`config.mk`:
```
export PLATFORM = sky130hd
export DESIGN_NAME = digitube_driver
export DESIGN_NICKNAME = d
export VERILOG_FILES = /design/src/rtl/digitube_pkg.sv /design/src/rtl/digitube_driver_hex7seg.sv /design/src/rtl/digitube_driver.sv
export SDC_FILE = /design/constraint.sdc
export NUM_CORES = 1
export LEC_CHECK = 0
export BUFFER_PORTS_ARGS = -buffer_cell sky130_fd_sc_hd__buf_2
export CORE_UTILIZATION = 46
export CTS_CLUSTER_SIZE = 28
export DETAILED_ROUTE_END_ITERATION = 10
export GPL_TIMING_DRIVEN = 0
export HOLD_SLACK_MARGIN = 0.12
export PLACE_DENSITY = 0.76
export SLEW_MARGIN = 5
export SYNTH_ARGS = -nofsm -noshare
export SYNTH_HDL_FRONTEND = slang
export SYNTH_SLANG_ARGS = --single-unit
```
`constraint.sdc`:
```
create_clock -name clk -period 2.4 [get_ports clk]
set_input_delay 0.24 -clock clk [delete_from_list [all_inputs] [get_ports clk]]
set_output_delay 0.24 -clock clk [all_outputs]
set_load 0.03 [all_outputs]
```
`src/rtl/digitube_pkg.sv`:
```
// Shared constants, display bundle type and hex-to-segment table
// for the 4-digit seven-segment scanning driver.
package digitube_pkg;

    localparam logic [6:0]  SEG_BLANK = 7'h7F;
    localparam logic [11:0] OUT_RESET = 12'h0FF;

    localparam int AN_MSB  = 11;
    localparam int AN_LSB  = 8;
    localparam int DP_BIT  = 7;
    localparam int SEG_MSB = 6;

    typedef struct packed {
        logic [15:0] val;
        logic [3:0]  dp;
        logic [3:0]  en;
    } disp_t;

    // Segment patterns are CG..CA, active-low.
    function automatic logic [6:0] hex7(input logic [3:0] n);
        logic [6:0] s;
        s = SEG_BLANK;
        case (n)
            4'h0: s = 7'h40;
            4'h1: s = 7'h79;
            4'h2: s = 7'h24;
            4'h3: s = 7'h30;
            4'h4: s = 7'h19;
            4'h5: s = 7'h12;
            4'h6: s = 7'h02;
            4'h7: s = 7'h78;
            4'h8: s = 7'h00;
            4'h9: s = 7'h10;
            4'hA: s = 7'h08;
            4'hB: s = 7'h03;
            4'hC: s = 7'h46;
            4'hD: s = 7'h21;
            4'hE: s = 7'h06;
            4'hF: s = 7'h0E;
            default: s = SEG_BLANK;
        endcase
        return s;
    endfunction

endpackage

```
`src/rtl/digitube_driver_hex7seg.sv`:
```
// hex7seg_decoder: combinational hex nibble to active-low segments.
// Ports: nib_i (4b hex digit), seg_o (7b CG..CA, active-low).
module hex7seg_decoder
    import digitube_pkg::*;
(
    input  logic [3:0] nib_i,
    output logic [6:0] seg_o
);

    assign seg_o = hex7(nib_i);

endmodule

```
`src/rtl/digitube_driver.sv`:
```
// digitube_driver: scans a 16-bit hex value, per-digit DP and enable onto
// the 12-bit bus {AN3..AN0, DP, CG..CA}; loads take effect on frame bounds.
// Ports: clk, reset (sync, active-high), value, dp_in, digit_en, load,
//        busy (load pending), digi_out (registered scan bus).
// Build option: DIGITUBE_LZ_BLANK_EN enables leading-zero blanking.
module digitube_driver
    import digitube_pkg::*;
#(
    parameter int SCAN_DIV = 50000,
    parameter int CNT_W    = 16
) (
    input  logic        clk,
    input  logic        reset,
    input  logic [15:0] value,
    input  logic [3:0]  dp_in,
    input  logic [3:0]  digit_en,
    input  logic        load,
    output logic        busy,
    output logic [11:0] digi_out
);

    if (SCAN_DIV < 2) begin : g_bad_div
        $error("digitube_driver: SCAN_DIV must be at least 2");
    end
    if ((64'd1 << CNT_W) < 64'(SCAN_DIV)) begin : g_bad_cnt_w
        $error("digitube_driver: CNT_W too narrow for SCAN_DIV");
    end

    logic [CNT_W-1:0] cnt_q, cnt_d;
    logic [1:0]       idx_q, idx_d;
    disp_t            pend_q, pend_d;
    logic             pvld_q, pvld_d;
    disp_t            disp_q, disp_d;
    logic [11:0]      out_q, out_d;

    logic       tick;
    logic       wrap;
    logic       lz;
    logic [3:0] nib;
    logic [6:0] seg;
    disp_t      incoming;

    assign incoming = '{val: value, dp: dp_in, en: digit_en};
    assign nib      = disp_q.val[{idx_q, 2'b00} +: 4];

    hex7seg_decoder u_dec (
        .nib_i (nib),
        .seg_o (seg)
    );

    // A digit is a leading zero when it and every higher nibble are 0.
`ifdef DIGITUBE_LZ_BLANK_EN
    always_comb begin
        lz = 1'b0;
        case (idx_q)
            2'd3:    lz = (disp_q.val[15:12] == 4'h0);
            2'd2:    lz = (disp_q.val[15:8]  == 8'h00);
            2'd1:    lz = (disp_q.val[15:4]  == 12'h000);
            default: lz = 1'b0;
        endcase
    end
`else
    assign lz = 1'b0;
`endif

    always_comb begin
        tick   = (cnt_q == CNT_W'(SCAN_DIV - 1));
        wrap   = tick && (idx_q == 2'd3);
        cnt_d  = tick ? '0 : cnt_q + 1'b1;
        idx_d  = tick ? idx_q + 2'd1 : idx_q;
        pend_d = pend_q;
        pvld_d = pvld_q;
        disp_d = disp_q;

        // A load landing on the wrap bypasses the pending slot.
        if (load && wrap) begin
            disp_d = incoming;
            pvld_d = 1'b0;
        end else if (load) begin
            pend_d = incoming;
            pvld_d = 1'b1;
        end else if (wrap && pvld_q) begin
            disp_d = pend_q;
            pvld_d = 1'b0;
        end

        out_d = OUT_RESET;
        if (disp_q.en[idx_q]) begin
            out_d[AN_MSB:AN_LSB] = 4'b0001 << idx_q;
            out_d[DP_BIT]        = ~disp_q.dp[idx_q];
            out_d[SEG_MSB:0]     = lz ? SEG_BLANK : seg;
        end
    end

    always_ff @(posedge clk) begin
        if (reset) begin
            cnt_q  <= '0;
            idx_q  <= 2'd0;
            pend_q <= '0;
            pvld_q <= 1'b0;
            disp_q <= '0;
            out_q  <= OUT_RESET;
        end else begin
            cnt_q  <= cnt_d;
            idx_q  <= idx_d;
            pend_q <= pend_d;
            pvld_q <= pvld_d;
            disp_q <= disp_d;
            out_q  <= out_d;
        end
    end

    assign busy     = pvld_q;
    assign digi_out = out_q;

endmodule

```
# Yosys cells after proc, flatten, opt, wreduce, memory -nomap -nowiden
# Memories as Yosys holds them, arrays and structs flattened. A register that Yosys moved wholly into a read port is not among the register bits.
# Index checks and enable logic that the tools add are counted.
# word_totals
ff_bits,79
romBits,112
inputBits,27
output_inout_bits,13
elab_cells,41
memories,1
# mem_list
name,words,word_bits,rd,rd_ports_with_merged_regs,wr,line,rtl
(name not given),16,7,1,1,0,digitube_pkg.sv:23,case (n)
# classes
addsub,2
magnitude_cmp,1
eq_ne,3
shifts,2
n_mux,9
bitwise,3
n_reduce_logical,10
# op_table
operator,count
24-bit 2-to-1 mux,3
16-bit by 1-bit adder with 16-bit output (second input constant),1
16-bit == test (second input constant),1
16-bit by 5-bit indexed part select with 4-bit output,1
2-bit OR reduction,3
1-bit binary-select mux with 2-bit select,2
1-bit 2-to-1 mux,4
2-bit AND reduction,2
2-bit nonzero test,2
1-bit by 2-bit << shifter with 4-bit output (first input constant),1
1-bit logical AND,3
2-bit by 3-bit < comparator with 1-bit output (second input constant),1
1-bit inverter,3
2-bit by 1-bit adder with 2-bit output (second input constant),1
2-bit == test (second input constant),1
2-bit by 1-bit != test with 1-bit output (second input constant),1

# Longest topological paths before layout
# depth
ltp_word,6
depth_mapped,8
mapped_depth_nobuf,6

# By module
# Synthesis repeated with hierarchy kept, for this count alone.
# unflattened
cells_unflattened,407
area_unflattened_um2,3616.0
# modules_own_cells
mod,n_inst,cells_each,area_per_inst_um2,seq_area_each_um2
digitube_driver,1,372,3368.2,1581.5
hex7seg_decoder,1,35,247.7,0.0

# Worst setup path before layout
# Ideal clock, no wire load.
# synth_path
path_kind,register to register
startpoint,reg idx_q[0]
endpoint,reg out_q[0] (netlist: digi_out[0])
setup_ns,0.141
arrival_ns,1.755
slack_ns,0.504
path_stages_with_launch,7
n_path_buf,1
period_less_slack_ns,1.896
cell_sequence,dfxtp_1 buf_6 mux4_1 ha_1 or2b_1 o22ai_1 o21ai_1
# synth_via
elab_chain_len,4
elab_cells_between_ends,5
cone_classes,1 x shift; 2 x mux; 1 x bitwise; 1 x reduce/logical
# synth_lines
item,line,rtl
"start, declared",digitube_driver.sv:30,"logic [1:0] idx_q, idx_d;"
"start signal, assigned",digitube_driver.sv:105,idx_q <= idx_d;
branches (longest 4 deep; another with 16-bit by 5-bit indexed part select with 4-bit output),--,
"end, declared",digitube_driver.sv:34,"logic [11:0] out_q, out_d;"
# Several ways; the timed one is not identified. The select of a mux whose other input is x is not followed.
# A chain may end at the register's enable or synchronous reset.

# Worst setup path in the final report
# Same ends and word-level chain as after synthesis.

==> flow_metrics.py <==
metrics = {
    "pwr": {
        "p_leak_nw": 1.63,
        "power_mw": 2.76,
        "power_density_mw_per_mm2": 625,
        "vdd.ir_drop.worst_mv": 0.306,
    },
    "cells_and_area": {
        "n_antenna_cell": 0,
        "area_delta_synth_final_pct": 14.7,
        "final_common_cell": "dfxtp_1",
        "fin_nets": 488,
        "final_cell_mix": "dfxtp_1, nand2b_1, buf_2",
        "drive_gt1_frac": 0.171,
    },
    "clock_tree": {
        "clock-sinks": 79,
        "cts_resized": 0,
        "root_buffer": "clkbuf_8",
        "cts_hold_buf": 0,
        "clk_pin_slew_ns": 0.09,
        "insertion_delay_ns": 0.36,
        "numCtsBuffers": 9,
        "cts_setup_buffers": 0,
        "cts_tree": "built",
        "cts_max_path_buffers": 2,
        "h-tree-depth": 3,
    },
    "global_routing": {
        "grt_overflow": 0,
        "grt_usage": 0.207,
        "grt_pass1_vias": 2969,
        "grt_pass1_wl_um": 13900,
        "grt_max_degree": 14,
        "grt_antenna_before_repair": 0,
    },
    "floorplanning": {
        "rows": 33,
        "die_area_sq_mm": 0.00875,
        "start_util": 0.472,
        "ioPinCount": 40,
        "die_w_um": 93.5,
        "die_height_um": 93.5,
        "core_area_sq_mm": 0.00818,
    },
    "logic_synthesis": {
        "syn_nets": 439,
        "synthMuxAreaShare": 0.103,
        "ys_seq_area_frac": 0.410,
        "synth-seq-cells": 79,
        "synthAdderAreaFrac": 0.0260,
        "netlist_area_sq_mm": 0.00385,
        "synth_edf_count": 0,
        "synth_cell_type_count": 51,
        "syn_avg_cell_area_sq_um": 9.54,
        "synth-compound-area-share": 0.130,
        "ys.flop_type": "dfxtp_1",
        "synth_top_family_by_area": "simple AND/OR/NAND/NOR gates",
        "synthArstFlopShare": 0,
        "synth-simple-area-share": 0.243,
        "synthXorXnorAreaFrac": 0.0295,
        "synth_cells": 404,
        "yosysWarningCount": 0,
    },
    "timing": {
        "fin_crit_ns": 2.05,
        "tightest_slew_ns": 0.579,
        "fin_crit_sh": 0.856,
        "setup_tns_ns": 0,
        "maxSlewViolCount": 0,
        "finalHoldViolCount": 0,
        "finalSetupViolations": 0,
        "slew_headroom": 0.614,
        "skew_ns": 0.0145,
        "rsz0062_at_grt": "false",
        "fmax_ghz": 0.487,
    },
    "worst_setup_path": {
        "critPathLaunchType": "register",
        "slowest_stage": "mux4_1",
        "crit_fanout": 10,
        "critical_path.cell_chain": "buf_6, mux4_1, ha_1, or2b_1, o22ai_1, o21ai_1",
        "slowest_delay_ns": 0.68,
        "worstPathRequired_ns": 2.61,
        "critPathBufInv": 1,
        "crit_type": "register to register",
        "reg2reg_depth": 6,
        "cpLargestDelayFamily": "multiplexers",
        "worst-path-stages": 6,
        "cp-end-kind": "register",
        "cp.arrival_ns": 2.26,
    },
    "flow_run": {
        "cap_violations": 0,
    },
    "placed_design": {
        "place.gp.congestion": 0.843,
        "io_buffer_count": 38,
        "dp_hpwl_um": 6130,
    },
    "route": {
        "antenna_left": 0,
        "firstDrtPassIters": 7,
        "drtIter0Drc": 138,
        "via_per_inst": 5.46,
        "wl_per_cell_um": 15.0,
        "wl_um": 8420,
        "dr_total_vias": 3069,
        "route.detailed.drc": 2,
    },
    "worst_hold_path": {
        "hold_class": "primary input to register",
        "min_path_cells": 3,
    },
    "outcome": {
        "violations": "DRC",
        "status": "finished, violations left",
    },
}
==> per-layer routing <==
layer	track usage	vias to the layer above	wire length, um
met1	0.263	1466	3820
met2	0.336	67	3900
li1	-	1520	-
met4	0.0936	0	189
met5	0	-	0
met3	0.0455	16	512
==> final timing paths <==
check        slack, ns             startpoint                 endpoint
min reg2reg       0.48    cnt_q[0]$_SDFF_PP0_      cnt_q[0]$_SDFF_PP0_
min               0.15              value[12]  pend_q[20]$_SDFFE_PP0P_
max               0.35  idx_q[0]$_SDFFE_PP0N_   digi_out[0]$_SDFF_PP1_
max reg2reg       0.35  idx_q[0]$_SDFFE_PP0N_   digi_out[0]$_SDFF_PP1_
==> per-stage QoR <==
stage / worst slack, ns / std cells / hold slack (ns) / utilization / instance area [sq um]
after floorplan: 0.504 / 404 / 0.395 / - / 3850
after global placement: 0.351 / 547 / 0.441 / 0.511 / 4180
after detailed placement: 0.350 / 547 / 0.466 / 0.511 / 4180
after CTS: 0.340 / 562 / 0.141 / 0.541 / 4420
after global routing: 0.219 / 562 / 0.147 / 0.541 / 4420
final: 0.346 / 562 / 0.152 / 0.541 / 4420
==> worst reg2reg max path, cell delays in order (launching register included) <==
cell	delay, ns
dfxtp_1	0.36
buf_6	0.16
mux4_1	0.68
ha_1	0.26
or2b_1	0.23
o22ai_1	0.13
o21ai_1	0.09
==> final cells by class <==
type                    instances  area, sq um
plain buffers                  29          186
clock buffers                  10          138
clock inverters                 5          106
fillers                       752         3750
inverters                      10         37.5
multi-input cells             286         2050
flip-flops and latches         79         1580
well taps                     105          131
repair buffers                 38          190
==> synthesized netlist by cell type, drive strengths merged, types with 3 or more instances <==
| cell type | number | area [sq um] |
|---|---|---|
| nand4 | 3 | 25.0 |
| nor2 | 31 | 116 |
| nand3 | 5 | 25.0 |
| mux4 | 5 | 120 |
| clkbuf | 17 | 63.8 |
| o221ai | 4 | 35.0 |
| buf | 12 | 123 |
| ha | 8 | 100 |
| xor2 | 3 | 26.3 |
| mux2i | 25 | 250 |
| nand2 | 23 | 88.8 |
| a21oi | 19 | 95.1 |
| o32ai | 24 | 210 |
| nor3b | 3 | 27.5 |
| a22oi | 11 | 82.6 |
| dfxtp | 79 | 1580 |
| nand2b | 76 | 475 |
| nor3 | 6 | 30.0 |
| xnor2 | 10 | 87.6 |
| inv | 10 | 37.5 |
| o21ai | 3 | 15.0 |
==> power by group <==
group | switching [mW] | total [mW] | internal (mW)
Clock | 0.489 | 1.20 | 0.715
Combinational | 0.109 | 0.198 | 0.0893
Sequential | 0.0195 | 1.36 | 1.34
==> kinds of logic (layout without fill, tap and decap cells) <==
group | Yosys count | after routing
simple gates | 165 | 165
compound gates | 68 | 68
fa+ha+maj | 8 | 8
buf+inv | 39 | 92
mux | 32 | 32
xor+xnor | 13 | 13
flops | 79 | 79
==> sequential cells by signal, summed over array words and instances, names as in the netlist <==
signal	flops
busy	1
idx_q	2
pend_q	24
disp_q	24
digi_out	12
cnt_q	16
No activity file was read; power rests on OpenSTA's default activity.
